File: src/rtl/mips_pkg.sv
// ============================================================================
// Module      : mips_pkg
// Description : Loader state encoding and constants shared with the fetch stage.
// Revision    : 1.0 - initial release
// ============================================================================
`default_nettype none

package mips_pkg;

  // Byte distance between consecutive instructions (PC+4 adder in fetch).
  localparam int PC_STRIDE     = 4;
  localparam int LDR_MAX_WORDS = 50;

  typedef enum logic [2:0] {
    S_IDLE  = 3'd0,
    S_LEN   = 3'd1,
    S_DATA  = 3'd2,
    S_WRITE = 3'd3,
    S_CSUM  = 3'd4,
    S_DONE  = 3'd5,
    S_ERROR = 3'd6
  } ldr_state_t;

endpackage

`default_nettype wire

File: src/rtl/byte_packer.sv
// ============================================================================
// Module      : byte_packer
// Description : Big-endian word assembly from a byte stream plus XOR checksum.
// Revision    : 1.0 - initial release
// ============================================================================
`default_nettype none

module byte_packer (
  input  logic        clk,
  input  logic        rst,
  input  logic        i_clear,
  input  logic        i_push,
  input  logic [7:0]  i_byte,
  output logic [31:0] o_word,
  output logic [7:0]  o_csum,
  output logic        o_word_full
);

  // Only the three earlier bytes need storage; the fourth completes the word
  // on the same cycle it is pushed.
  logic [23:0] r_shift;
  logic [1:0]  r_idx;
  logic [7:0]  r_csum;

  always_ff @(posedge clk) begin
    if (rst || i_clear) begin
      r_shift <= '0;
      r_idx   <= '0;
      r_csum  <= '0;
    end else if (i_push) begin
      r_shift <= {r_shift[15:0], i_byte};
      r_idx   <= r_idx + 2'd1;
      r_csum  <= r_csum ^ i_byte;
    end
  end

  assign o_word      = {r_shift, i_byte};
  assign o_csum      = r_csum;
  assign o_word_full = i_push && (r_idx == 2'd3);

endmodule

`default_nettype wire

File: src/rtl/imem_loader.sv
// ============================================================================
// Module      : imem_loader
// Description : Boot loader writing instruction memory from a checksummed byte
//               stream; holds the core in reset until a good program is loaded.
// Revision    : 1.0 - initial release
// ============================================================================
`default_nettype none

module imem_loader
  import mips_pkg::*;
#(
  parameter int                ADDR_W      = 8,
  parameter logic [ADDR_W-1:0] BASE_ADDR   = '0,
  parameter int                ADDR_STRIDE = PC_STRIDE,
  parameter int                MAX_WORDS   = LDR_MAX_WORDS
) (
  input  logic              clk,
  input  logic              rst,
  input  logic              start,
  input  logic [7:0]        byte_in,
  input  logic              byte_valid,
  output logic              byte_ready,
  output logic [ADDR_W-1:0] mem_addr,
  output logic [31:0]       mem_data,
  output logic              mem_we,
  output logic              core_rst,
  output logic              done,
  output logic              error,
  output logic [7:0]        word_count
);

  localparam logic [7:0]        c_max_n  = 8'(MAX_WORDS);
  localparam logic [ADDR_W-1:0] c_stride = ADDR_W'(ADDR_STRIDE);

  ldr_state_t        r_state;
  ldr_state_t        w_state_nxt;
  logic              r_byte_ready;
  logic [ADDR_W-1:0] r_mem_addr;
  logic [31:0]       r_mem_data;
  logic              r_mem_we;
  logic              r_core_rst;
  logic              r_done;
  logic              r_error;
  logic [7:0]        r_word_count;
  logic [7:0]        r_len;
  logic [7:0]        r_widx;
  logic [ADDR_W-1:0] r_addr;

  logic              w_xfer;
  logic              w_len_ok;
  logic              w_push;
  logic              w_clear;
  logic [31:0]       w_word;
  logic [7:0]        w_csum;
  logic              w_word_full;

  assign w_xfer   = byte_valid && r_byte_ready;
  assign w_len_ok = (byte_in != 8'd0) && (byte_in <= c_max_n);
  assign w_push   = (r_state == S_DATA) && w_xfer;
  assign w_clear  = (r_state == S_LEN) && w_xfer && w_len_ok;

  byte_packer u_packer (
    .clk         (clk),
    .rst         (rst),
    .i_clear     (w_clear),
    .i_push      (w_push),
    .i_byte      (byte_in),
    .o_word      (w_word),
    .o_csum      (w_csum),
    .o_word_full (w_word_full)
  );

  always_ff @(posedge clk) begin
    if (rst) r_state <= S_IDLE;
    else     r_state <= w_state_nxt;
  end

  always_comb begin
    w_state_nxt = r_state;
    case (r_state)
      S_IDLE:  if (start) w_state_nxt = S_LEN;
      S_LEN:   if (w_xfer) w_state_nxt = w_len_ok ? S_DATA : S_ERROR;
      S_DATA:  if (w_word_full) w_state_nxt = S_WRITE;
      S_WRITE: w_state_nxt = (r_widx + 8'd1 == r_len) ? S_CSUM : S_DATA;
      S_CSUM:  if (w_xfer) w_state_nxt = (byte_in == w_csum) ? S_DONE : S_ERROR;
      S_DONE,
      S_ERROR: if (start) w_state_nxt = S_LEN;
      default: w_state_nxt = S_IDLE;
    endcase
  end

  // Outputs are registered from the next state so they line up with the state
  // they describe.
  always_ff @(posedge clk) begin
    if (rst) begin
      r_byte_ready <= 1'b0;
      r_mem_addr   <= '0;
      r_mem_data   <= '0;
      r_mem_we     <= 1'b0;
      r_core_rst   <= 1'b1;
      r_done       <= 1'b0;
      r_error      <= 1'b0;
      r_word_count <= '0;
      r_len        <= '0;
      r_widx       <= '0;
      r_addr       <= BASE_ADDR;
    end else begin
      r_byte_ready <= (w_state_nxt == S_LEN) || (w_state_nxt == S_DATA) ||
                      (w_state_nxt == S_CSUM);
      r_mem_we     <= (w_state_nxt == S_WRITE);
      r_core_rst   <= (w_state_nxt != S_DONE);
      r_done       <= (w_state_nxt == S_DONE);
      r_error      <= (w_state_nxt == S_ERROR);
      if (w_state_nxt == S_WRITE) begin
        r_mem_addr   <= r_addr;
        r_mem_data   <= w_word;
        r_word_count <= r_word_count + 8'd1;
      end
      if (w_clear) begin
        r_len  <= byte_in;
        r_widx <= '0;
        r_addr <= BASE_ADDR;
      end
      if (r_state == S_WRITE) begin
        r_widx <= r_widx + 8'd1;
        r_addr <= r_addr + c_stride;
      end
      if (start && ((r_state == S_DONE) || (r_state == S_ERROR)))
        r_word_count <= '0;
    end
  end

  assign byte_ready = r_byte_ready;
  assign mem_addr   = r_mem_addr;
  assign mem_data   = r_mem_data;
  assign mem_we     = r_mem_we;
  assign core_rst   = r_core_rst;
  assign done       = r_done;
  assign error      = r_error;
  assign word_count = r_word_count;

endmodule

`default_nettype wire

File: config.mk
export PLATFORM = sky130hd
export DESIGN_NAME = imem_loader
export DESIGN_NICKNAME = d
export VERILOG_FILES = /design/src/rtl/mips_pkg.sv /design/src/rtl/byte_packer.sv /design/src/rtl/imem_loader.sv
export SDC_FILE = /design/constraint.sdc
export NUM_CORES = 1
export LEC_CHECK = 0
export ABC_AREA = 1
export BUFFER_PORTS_ARGS = -buffer_cell sky130_fd_sc_hd__buf_4
export CAP_MARGIN = 20
export CORE_ASPECT_RATIO = 0.75
export CORE_MARGIN = 2
export CORE_UTILIZATION = 30
export CTS_CLUSTER_DIAMETER = 30
export DETAILED_ROUTE_END_ITERATION = 8
export PLACE_DENSITY = 0.51
export SETUP_SLACK_MARGIN = 0.1
export SLEW_MARGIN = 20
export SYNTH_ARGS = -nofsm -noshare
export SYNTH_HDL_FRONTEND = slang
export SYNTH_SLANG_ARGS = --single-unit
File: constraint.sdc
create_clock -name clk -period 2.78 [get_ports clk]
set_clock_uncertainty 0.05 [all_clocks]
set_input_delay 0.278 -clock clk [delete_from_list [all_inputs] [get_ports clk]]
set_output_delay 0.278 -clock clk [all_outputs]
set_load 0.05 [all_outputs]
; ---- After elaboration in Yosys (flattened, before gate mapping)
; Index checks and enable logic that the tools add are counted.
[word_totals]
register_bits = 114
latchBits = 0
ram_bits = 0
mem_bits_ro = 0
input_bits = 12
output_inout_bits = 53
elab_cells = 64
mem_count = 0
[classes]
add_sub_neg = 4
n_mul = 0
div_mod_pow = 0
n_lt_le_gt_ge = 1
n_eq_ne = 16
shift = 0
mux = 11
n_bitwise = 1
n_reduce_logical = 16
[ops]
columns = cell, n
row1 = $mux 8, 3
row2 = $eq 3x3->1 const B, 6
row3 = $mux 3, 6
row4 = $add 8x1->8 const B, 2
row5 = $eq 8x8->1, 2
row6 = $pmux 3 s5, 1
row7 = $eq 3x2->1 const B, 4
row8 = $add 8x3->8 const B, 1
row9 = $le 8x6->1 const B, 1
row10 = $reduce_bool 8->1, 1
row11 = $xor 8x8->8, 1
row12 = $logic_and 1x1->1, 7
row13 = $eq 3x1->1 const B, 2
row14 = $logic_or 1x1->1, 4
row15 = $logic_not 3->1, 1
row16 = $ne 3x3->1 const B, 1
row17 = $reduce_or 3->1, 1
row18 = $add 2x1->2 const B, 1
row19 = $eq 2x2->1 const B, 1
row20 = $mux 2, 1
row21 = $reduce_bool 2->1, 1
row22 = $reduce_or 2->1, 1

; ---- Logic depth before layout (Yosys ltp)
[logic_depth]
ltp_word = 8
mapped_depth = 14
ltp_nobuf = 14

; ---- Modules after synthesis
; From an unflattened synthesis, not the netlist that was laid out.
[hier_totals]
cells_unflattened = 652
area_unflattened_um2 = 4782.1
[by_module_without_submodules]
columns = mod, instances, cells_per_inst, area_each_um2, seq_area_each_um2
row1 = imem_loader, 1, 484, 3388.2, 1521.5
row2 = byte_packer, 1, 168, 1393.8, 680.7

; ---- Worst setup path before layout
; No wires, ideal clock.
[synth_path]
path_kind = reg2reg
from = reg r_byte_ready (netlist: byte_ready)
to = reg r_word_count[1] (netlist: word_count[1])
setup_time_ns = 0.154
arrival_ns = 1.764
required_time_ns = 2.576
slack_ns = 0.812
path_stages_with_launch = 8
n_path_buf = 2
period_less_slack_ns = 1.968
path_cell_list = dfxtp_1 > nand2_1 > nor4_4 > nand2_1 > buf_2 > buf_1 > nand2_1 > a21oi_1
[synth_between]
elab_chain_cells = 6
word_cells_on_any_way = 8
cone_classes = eq/ne: 1 / mux: 4 / reduce/logical: 3
[synth_rtl]
columns = element, line
row1 = start: declaration, imem_loader.sv:37  ; logic r_byte_ready;
row2 = start signal: assignment, imem_loader.sv:108  ; r_byte_ready <= (w_state_nxt == S_LEN) || (w_state_nxt == S_DATA) ||
row3 = $logic_and 1x1->1 (*), imem_loader.sv:57  ; assign w_xfer = byte_valid && r_byte_ready;
row4 = $logic_and 1x1->1, imem_loader.sv:59  ; assign w_push = (r_state == S_DATA) && w_xfer;
row5 = $logic_and 1x1->1, byte_packer.sv:39  ; assign o_word_full = i_push && (r_idx == 2'd3);
row6 = $mux 3, imem_loader.sv:83  ; S_DATA: if (w_word_full) w_state_nxt = S_WRITE;
row7 = $pmux 3 s5 (*), imem_loader.sv:80  ; case (r_state)
row8 = $eq 3x2->1 (*), imem_loader.sv:114  ; if (w_state_nxt == S_WRITE) begin
row9 = end signal: assignment, imem_loader.sv:117  ; r_word_count <= r_word_count + 8'd1;
row10 = end: declaration, imem_loader.sv:44  ; logic [7:0] r_word_count;
; Mark *: on every way between the ends. The rest lies on a longest branch, timed or not.
; A chain may end at the register's enable or synchronous reset.

; ---- Final worst setup path
[layout_path]
from = reg r_state[0]
to = reg u_packer.r_csum[4] (netlist: u_packer.o_csum[4])
[layout_between]
elab_chain_cells = 4
word_cells_on_any_way = 6
cone_classes = eq/ne: 2 / reduce/logical: 4
[layout_rtl]
columns = element, line
row1 = start: declaration, imem_loader.sv:35  ; ldr_state_t r_state;
row2 = start signal: assignment, imem_loader.sv:75  ; else r_state <= w_state_nxt;
row3 = $eq 3x1->1, imem_loader.sv:60  ; assign w_clear = (r_state == S_LEN) && w_xfer && w_len_ok;
row4 = $logic_and 1x1->1 (2 in series), imem_loader.sv:60
row5 = $logic_or 1x1->1, byte_packer.sv:26  ; if (rst || i_clear) begin
row6 = end signal: assignment, byte_packer.sv:33  ; r_csum <= r_csum ^ i_byte;
row7 = end: declaration, byte_packer.sv:23  ; logic [7:0] r_csum;
; Several ways; a longest one is shown, not always the timed one.

==> metrics.txt <==
P&R area growth vs syn=20.5%; CTS tree=built; IO Port Bufs=62; Pwr Total=3.28 mW; H-tree lvl count=3; die height=112 um; max-cap viol count=0; via count=4,191; Simple-Gate Fraction of Synth Area=0.278; FP Rows=39; leading cell type in the layout, fill and taps excluded=nand2_1; Final nets=711; Leak=2.15 nW; reg2reg setup slack=620 ps; most frequent cells in the layout=nand2_1 (192), dfxtp_1 (110), a21oi_1 (97); WL per Instance=around 13 um; clock-pin slew on the worst setup and hold paths=70 ps; design area=0.00562 mm^2; Detail Route Antenna Nets=0; CP startpoint kind=flip-flop; Max Root-Sink Buffers=2; Placement Cell Area=0.00529 mm^2; root buf cell=clkbuf_16; Pre-antenna DRT Iters=4; clock sink count=110; Die Area=around 0.017 mm^2; Worst Setup SP=r_state[0]; post-CTS setup buffers=0; complex-gate fraction of the synthesized area=0.144; Setup violations, final=0; R2R depth=8; clock insertion delay at the later pin of the skew report=340 ps; Overflow after GRT=0; minimum clock period after layout=2160 ps; post-synthesis xor/xnor area fraction=0.0226; Hold Fails Final Rpt=0; proportion of synthesized area in mux cells=0; Finished Layout Cells=905; mapped cell area=0.00466 mm^2; Setup crit end=u_packer.o_csum[4]; #FFs+latches synth=110; Total GRT Usage=0.143; vias per cell=4.63; vias in the first global route=between 3,000 and 4,000; Final GP Congestion=0.859; critical path class=flip-flop to flip-flop; outcome=finished, final reports clean; # diodes=0; pre-CTS WS=~640 ps; Final HPWL DP=8230 um; maximum net fanout on the critical path=34; VDD IR-drop max=a little over 300 uV; RSZ-0062 raised after global routing=false; kind of end point of the critical path=flip-flop; setup ws final=624 ps; Synthesis Warnings=0; hold_buf cts=0; CP arrival=2300 ps; worst hold margin=169 ps; core area=0.0152 mm^2; Starting DRT DRC Count=~250; Worst Hold Class=input pin to flip-flop; CTS Buf Count=9; setup TNS=0 ps; sequential area share after synthesis=0.472; Crit path required time=about 2900 ps; Starting Density=0.306; Boundary Pins=65; PD cells=585 mW/mm^2; synthesized netlist cell count=645; Slew Limit Headroom=0.558; Placed Instances=889; maximum clock rate=464 MHz; RR Endpoint=u_packer.o_csum[4]; final core utilization=0.369; drc violations=0; post-CTS resize count=0; chip width=148 um; initial antenna violation count=0; fin. max-slew vios=0; worst slew pin tran=approximately 660 ps; mean post-synth cell area=7.23 um^2; final worst-path cycle share=0.776; fraction of layout cells with a size suffix above 1=0.146; RR Startpoint=r_state[0]; first-pass GRT wire length=19,300 um; final WL=11,700 um; largest family of logic cells by synthesized area=simple AND/OR/NAND/NOR gates; largest net degree at the start of global routing=48; adder-cell area share of the yosys netlist=0.0107; post-synth cell types=34
## worst min path at each step
stage / from / end / slack [ps] / cells after the start
floorplan: rst / r_state[0] / 310 / 1
global placement: r_addr[7] / r_addr[7] / 400 / 2
detailed placement: u_packer.r_shift[16] / u_packer.r_shift[16] / 400 / 2
CTS: byte_in[1] / u_packer.r_shift[1] / 150 / 3
global route: byte_in[1] / u_packer.r_shift[1] / 180 / 3
finish: byte_in[1] / u_packer.r_shift[1] / 170 / 3
## cells by family after synthesis
family | after synthesis
AOI/OAI and AO/OA | 131
xor gates and xnor gates | 12
adders and majority gates | 4
buffers and inverters | 81
DFF | 110
other | 1
and+or+nand+nor | 306
## report_power, final
group	leakage, nW	switching (mW)	internal (mW)
sequential	0.886	0.0255	1.60
clock	0.150	0.560	0.816
combinational	1.11	0.197	0.0861
total	2.15	0.782	2.50
## registers in the layout, summed over array words and instances (netlist names), 2 cells and up
| register | cells |
|---|---|
| mem_addr | 6 |
| mem_data | 32 |
| r_addr | 6 |
| r_len | 8 |
| r_state | 3 |
| r_widx | 8 |
| u_packer.o_csum | 8 |
| u_packer.r_idx | 2 |
| u_packer.r_shift | 24 |
| word_count | 8 |
## routing by layer
| layer | vias to the layer above | track usage | wire length (um) |
|---|---|---|---|
| met5 | - | 0 | 0 |
| met4 | 0 | 0.0413 | 140 |
| met3 | 11 | 0.0307 | 540 |
| met2 | 82 | 0.204 | 4720 |
| met1 | 1926 | 0.217 | 6320 |
| li1 | 2172 | - | - |
## cells in the mapped netlist (all sizes together)
cell type  number  area (um^2)
xnor2           8         70.1
dfxtp         110         2200
nand2b          1         6.26
inv            50          188
nor3b           1         7.51
ha              4         50.1
and2            2         12.5
nand3b          1         7.51
a211o           1         8.76
o211ai          1         7.51
a21oi          97          485
conb            1         3.75
nor2           50          205
nor4            1         21.3
nor3            8         40.0
nand3          35          180
o21bai          1         11.3
nand4           7         43.8
xor2            4         35.0
clkbuf         15         56.3
or2             5         31.3
o21ai          30          150
nand2         195          739
buf            16         90.1
o31ai           1         7.51
## layout make-up
class,instances,area [um^2]
clock buffer,13,250
clock inverter,3,67.6
fill,1627,9610
inverter,50,188
multi-input combinational,455,2130
sequential,110,2200
tap,205,256
timing repair buffer,69,518
## worst max-delay path, cell delays in order, from the launching register on
cell     delay (ps)
dfxtp_1         450
inv_1           100
nor3_1          250
nand2_1         160
nor2_2          130
buf_4           190
inv_1            90
nand2_2         500
a21oi_1         110
(Power assumes the default switching activity.)
